<file path="src/rtl/fifo_rd_packer_if.sv">
// fifo_rd_packer_if: FIFO read port plus packed-word valid/ready bundle.
interface fifo_rd_packer_if #(
    parameter int WIDTH = 8,
    parameter int PACK  = 4
);
    logic [WIDTH-1:0]      rdata;
    logic                  empty;
    logic                  ren;
    logic [WIDTH*PACK-1:0] out_data;
    logic [PACK-1:0]       out_keep;
    logic                  out_valid;
    logic                  out_ready;
    modport master (input rdata, empty, out_ready, output ren, out_data, out_keep, out_valid);
    modport slave (output rdata, empty, out_ready, input ren, out_data, out_keep, out_valid);
endinterface

</file>
<file path="src/rtl/fifo_rd_packer.sv">
// fifo_rd_packer: packs PACK first-word-fall-through FIFO entries into one valid/ready word.
// Define FIFO_RD_TIMEOUT_EN to flush stalled partial words after TIMEOUT idle cycles.
module fifo_rd_packer #(
    parameter int WIDTH   = 8,
    parameter int PACK    = 4,
    parameter int TIMEOUT = 16
) (
    input logic               rclk,
    input logic               rrst,
    fifo_rd_packer_if.master  bus
);
    localparam int CW = $clog2(PACK);
    localparam logic [CW-1:0] LAST = CW'(PACK - 1);
    typedef enum logic {ACCUM, HOLD} state_e;
    state_e                state_q, state_d;
    logic [CW-1:0]         cnt_q, cnt_d;
    logic [WIDTH*PACK-1:0] data_q, data_d;
    logic [PACK-1:0]       keep_q, keep_d;
    logic                  pop, flush;

    if (PACK < 2 || TIMEOUT < 1) begin : g_bad_params
        $error("fifo_rd_packer: PACK must be >= 2 and TIMEOUT >= 1");
    end

    // ren already implies !empty, so it doubles as the pop strobe
    assign bus.ren       = !rrst && !bus.empty && (state_q == ACCUM || bus.out_ready);
    assign pop           = bus.ren;
    assign bus.out_valid = state_q == HOLD;
    assign bus.out_data  = data_q;

`ifdef FIFO_RD_TIMEOUT_EN
    localparam int IW = $clog2(TIMEOUT + 1);
    logic [IW-1:0] idle_q, idle_d;
    assign flush = state_q == ACCUM && cnt_q != '0 && !pop && idle_q == IW'(TIMEOUT - 1);
    assign idle_d = pop ? '0 : (state_q == ACCUM && cnt_q != '0) ? idle_q + IW'(1) : idle_q;
    assign bus.out_keep = keep_q;
    always_ff @(posedge rclk) begin
        if (rrst) idle_q <= '0;
        else      idle_q <= idle_d;
    end
`else
    assign flush = 1'b0;
    // only full words are ever presented, so the mask is all-ones exactly while holding
    assign bus.out_keep = keep_q & {PACK{state_q == HOLD}};
`endif

    always_comb begin
        state_d = state_q;
        cnt_d   = cnt_q;
        data_d  = data_q;
        keep_d  = keep_q;
        if (state_q == HOLD && bus.out_ready) begin
            state_d = ACCUM;
            cnt_d   = '0;
            data_d  = '0;
            keep_d  = '0;
        end
        if (pop) begin
            data_d[cnt_d*WIDTH +: WIDTH] = bus.rdata;
            keep_d[cnt_d]                = 1'b1;
            state_d                      = cnt_d == LAST ? HOLD : ACCUM;
            cnt_d                        = cnt_d == LAST ? '0 : cnt_d + CW'(1);
        end
        if (flush) begin
            state_d = HOLD;
            cnt_d   = '0;
        end
    end

    always_ff @(posedge rclk) begin
        if (rrst) begin
            state_q <= ACCUM;
            cnt_q   <= '0;
            data_q  <= '0;
            keep_q  <= '0;
        end else begin
            state_q <= state_d;
            cnt_q   <= cnt_d;
            data_q  <= data_d;
            keep_q  <= keep_d;
        end
    end
endmodule

</file>
<file path="src/flat_wrapper.sv">
// flat-port wrapper written by rule: the top's interface ports become plain ports
module fifo_rd_packer_flat 
#(
    parameter int WIDTH   = 8,
    parameter int PACK    = 4,
    parameter int TIMEOUT = 16
)
  (rclk, rrst, bus_rdata, bus_empty, bus_out_ready, bus_ren, bus_out_data, bus_out_keep, bus_out_valid);
  fifo_rd_packer_if #(.WIDTH(WIDTH), .PACK(PACK)) bus_i ();
  input logic rclk;
  input logic rrst;
  input wire logic [$bits(bus_i.rdata)-1:0] bus_rdata;
  input wire logic [$bits(bus_i.empty)-1:0] bus_empty;
  input wire logic [$bits(bus_i.out_ready)-1:0] bus_out_ready;
  output wire logic [$bits(bus_i.ren)-1:0] bus_ren;
  output wire logic [$bits(bus_i.out_data)-1:0] bus_out_data;
  output wire logic [$bits(bus_i.out_keep)-1:0] bus_out_keep;
  output wire logic [$bits(bus_i.out_valid)-1:0] bus_out_valid;
  assign bus_i.rdata = bus_rdata;
  assign bus_i.empty = bus_empty;
  assign bus_i.out_ready = bus_out_ready;
  assign bus_ren = bus_i.ren;
  assign bus_out_data = bus_i.out_data;
  assign bus_out_keep = bus_i.out_keep;
  assign bus_out_valid = bus_i.out_valid;
  fifo_rd_packer #(.WIDTH(WIDTH), .PACK(PACK), .TIMEOUT(TIMEOUT)) u_core (.rclk(rclk), .rrst(rrst), .bus(bus_i));
endmodule
</file>
<file path="config.mk">
export PLATFORM = sky130hd
export DESIGN_NAME = fifo_rd_packer_flat
export DESIGN_NICKNAME = d
export VERILOG_FILES = /design/src/rtl/fifo_rd_packer_if.sv /design/src/rtl/fifo_rd_packer.sv /design/src/flat_wrapper.sv
export SDC_FILE = /design/constraint.sdc
export NUM_CORES = 1
export LEC_CHECK = 0
export ABC_CLOCK_PERIOD_IN_PS = 1900
export CAP_MARGIN = 20
export CORE_UTILIZATION = 43
export CTS_BUF_LIST = sky130_fd_sc_hd__clkbuf_8
export DETAILED_ROUTE_END_ITERATION = 6
export GPL_TIMING_DRIVEN = 0
export PLACE_DENSITY = 0.87
export SYNTH_ARGS = -nofsm -noshare
export SYNTH_HDL_FRONTEND = slang
export SYNTH_SLANG_ARGS = --single-unit
export TNS_END_PERCENT = 5
</file>
<file path="constraint.sdc">
create_clock -name rclk -period 1.9 [get_ports rclk]
set_input_delay 0.475 -clock rclk [delete_from_list [all_inputs] [get_ports rclk]]
set_output_delay 0.475 -clock rclk [all_outputs]
set_load 0.01 [all_outputs]
</file>
==> impl_summary.log <==
INFO  metric placed_cell_area = 0.002206 mm2
INFO  metric synth.ff_latch_count = 39
INFO  metric outcome = completed
INFO  metric final_design_area_no_fill = 0.002404 mm2
INFO  metric synth_sequential_area_ratio = 48.22%
INFO  metric drc = 0
INFO  metric max-slew-margin-rel = 56.37%
INFO  metric power.switching = 394.8 uW
INFO  metric timing.clock.skew = 0.008492 ns
INFO  metric power_frac_comb = 10.5%
INFO  metric slew_violations = 0
INFO  metric dp_slack = -0.6388 ns
INFO  metric grt_pass1_vias = 1321
INFO  metric critPathTopFamily = simple AND/OR/NAND/NOR gates
INFO  metric drt-total-wl = 3869 um
INFO  metric crit_slowest_cell = sky130_fd_sc_hd__dfxtp_4
INFO  metric worst-path-max-fanout = 10
INFO  metric numPortBuffers = 47
INFO  metric leakagePower = 0.0009732 uW
INFO  metric avg_inst_size_synth = 11.09 um2
INFO  metric die_w = 63.36 um
INFO  metric via_per_inst = 5.524
INFO  metric layout-drive-gt1-share = 20.59%
INFO  metric max_freq = 541.7 MHz
INFO  metric netlist-cell-type-count = 30
INFO  metric areaGrowthSynthToFinish = 48.45%
INFO  metric power_density = 766.8 mW/mm2
INFO  metric clkSlewWorstSetupHoldPaths = 0.07 ns
INFO  metric critPathRequiredTime = 2.14 ns
INFO  metric synthesis.nets = 165
INFO  metric drv_cap = 0
INFO  metric synth-warning-count = 0
INFO  metric setup_ws = 0.05397 ns
INFO  metric postSynthCellCount = 146
INFO  metric cts_root_buf = sky130_fd_sc_hd__clkbuf_8
INFO  metric finalSetupViolations = 0
INFO  metric rows = 21
INFO  metric tritoncts = yes
INFO  metric tcrit_tclk_final = 97.16%
INFO  metric dp.final_hpwl = 2861 um
INFO  metric netlist_area = 0.001619 mm2
INFO  metric max-vdd-ir-drop = 488.6 uV
INFO  metric grt_usage = 20.54%
INFO  metric worst_hold_path_type = reg2reg
INFO  metric drt_pre_antenna_iters = 4
INFO  metric cts_sinks = 39
INFO  metric pin_count = 50
INFO  metric timing.final.crit_period = 1.846 ns
INFO  metric design.final.nets = 222
INFO  metric first_pass_grt_wire_length = 6382 um
INFO  metric dieArea = 0.004014 mm2
INFO  metric timing.critical_path.arrival = 2.08 ns
INFO  metric gpl.final_weighted_congestion = 0.8565
INFO  metric antenna_found_initial = 0
INFO  metric drt_iter0_drc = 42
INFO  metric path_type_of_the_worst_setup_path = reg2reg
INFO  metric worstPathCellList = buf_8 -> nand2_8 -> nand2_4 -> ha_4 -> or3b_4 -> nor4b_4 -> buf_4 -> a22o_1
INFO  metric critPathBufInv = 2
INFO  metric switching_fraction_of_total_power = 21.42%
INFO  metric grt-ovfl-total = 0
INFO  metric wl_per_cell = 15.48 um
INFO  metric critical_path.endpoint_type = flop
INFO  metric die_y = 63.36 um
INFO  metric antennaDiodeCount = 0
INFO  metric fin_cells = 250
INFO  metric floorplan.initialDensity = 46.68%
INFO  metric placed_cells_incl_taps = 239
INFO  metric final-hold-violation-count = 0
INFO  metric setup_total_negative_slack = 0 ns
INFO  metric cts-buffers-inserted = 5
INFO  metric clkLatencyLatePin = 0.29 ns
INFO  metric cp-start-kind = flop
INFO  metric total_power = 1843 uW
INFO  metric via_count = 1381
INFO  metric power.share.clock = 43.8%
INFO  metric intPower = 1448 uW
INFO  metric floorplan.core_area = 0.003468 mm2
INFO  metric crit_path_max_incr_delay = 0.40 ns
INFO  metric pin_count_of_the_biggest_net_entering_global_routing = 13
INFO  metric power_frac_seq = 45.7%
INFO  metric cts_htree_levels = 2
INFO  metric cts-root-to-sink-buffers = 2
INFO  metric tightestPinTransition = 0.6544 ns
INFO  metric detail-route-antenna-nets = 0
==> cell families (layout without fill, tap and decap cells) <==
kind of cell | after synthesis | after routing | synth area share [%]
buffers and inverters | 9 | 67 | 2.627
AO/OA/AOI/OAI | 45 | 45 | 22.33
adder cells (fa/ha/maj) | 7 | 7 | 5.409
multiplexers | 5 | 5 | 3.169
AND/OR/NAND/NOR | 41 | 41 | 18.24
flip-flops | 39 | 39 | 48.22
==> flip-flops by register name (all words and copies together) (netlist names) <==
| name | count |
|---|---|
| u_core.bus.out_valid | 1 |
| u_core.bus.out_data | 32 |
| u_core.cnt_q | 2 |
| u_core.keep_q | 4 |
==> power groups by stage <==
stage	logic [uW]	clock network, uW	registers, uW
floorplan	111	0	863
global placement	177	0	860
detailed placement	182	0	861
CTS	184	816	840
global route	208	862	844
finish	193	808	842
==> placed cells by master, fill, tap and decap left out, drive strengths merged <==
cell / n
a22o: 31
buf: 9
dlygate4sd2: 5
and2: 4
or3b: 1
and4: 1
nor4b: 1
nor2: 9
nand2: 4
and2b: 9
bufinv: 2
and4b: 1
nor2b: 6
nor4: 1
o21ai: 2
clkdlybuf4s50: 41
mux2i: 4
ha: 7
dfxtp: 39
a21o: 1
clkbuf: 6
a32o: 1
nand3b: 2
mux2: 1
a21oi: 5
nor3: 1
inv: 4
a211oi: 5
or2: 1
==> final timing paths <==
| path | end | startpoint | slack [ns] | depth (start not counted) |
|---|---|---|---|---|
| worst max-delay path | u_core.bus.out_data[3] | u_core.bus.out_valid | 0.05 | 8 |
| worst min-delay path | u_core.bus.out_data[6] | u_core.bus.out_data[6] | 0.47 | 1 |
| worst max register to register | u_core.bus.out_data[3] | u_core.bus.out_valid | 0.05 | 8 |
| worst min register to register | u_core.bus.out_data[6] | u_core.bus.out_data[6] | 0.47 | 1 |
==> final cells by class <==
type	count	area, um2
repair buffers	50	481.7
fillers	263	1065
flip-flops and latches	39	784.5
well taps	46	57.56
plain buffers	6	61.31
clock buffers	5	68.82
clock inverters	3	63.81
inverters	3	11.26
multi-input cells	98	874.6
==> per-stage QoR <==
stage	hold slack [ns]	utilization [%]
2_1_floorplan	0.4855	-
3_3_place_gp	0.4561	63.60
3_5_place_dp	0.4529	63.60
4_1_cts	0.4705	67.53
5_1_grt	0.4793	69.30
6_report	0.4682	69.30
==> routing by layer <==
layer / routed length [um] / global-route usage [%] / up-vias
met5: 0 / 0 / -
met4: 93 / 9.091 / 0
met3: 245 / 6.703 / 12
met2: 1945 / 33.91 / 53
met1: 1585 / 24.00 / 665
li1: - / - / 651
==> synth_stat cells, drive strengths merged <==
master	instances	area share, %
mux2i	4	2.5
clkbuf	2	0.54
and4	1	0.54
nor2b	6	2.5
a21o	1	0.46
nor4b	1	1.5
nor2	9	2.1
nor4	1	1.3
nand2	4	0.93
nand3b	2	0.93
and2	4	1.5
inv	3	0.70
or3b	1	0.70
buf	4	1.4
o21ai	2	0.62
a22o	31	17
and4b	1	0.62
a32o	1	0.62
mux2	1	0.70
dfxtp	39	48
a21oi	5	1.5
ha	7	5.4
nor3	1	0.31
or2	1	0.39
a211oi	5	2.3
and2b	9	4.9
==> timing repair <==
item	CTS	global route
resized for setup	14	8
buffers inserted	0	3
endpoints found under the setup margin	22	32
hold endpoints to repair	0	0
hold buffers	0	0
pin swaps	2	4
(Power assumes the default switching activity.)
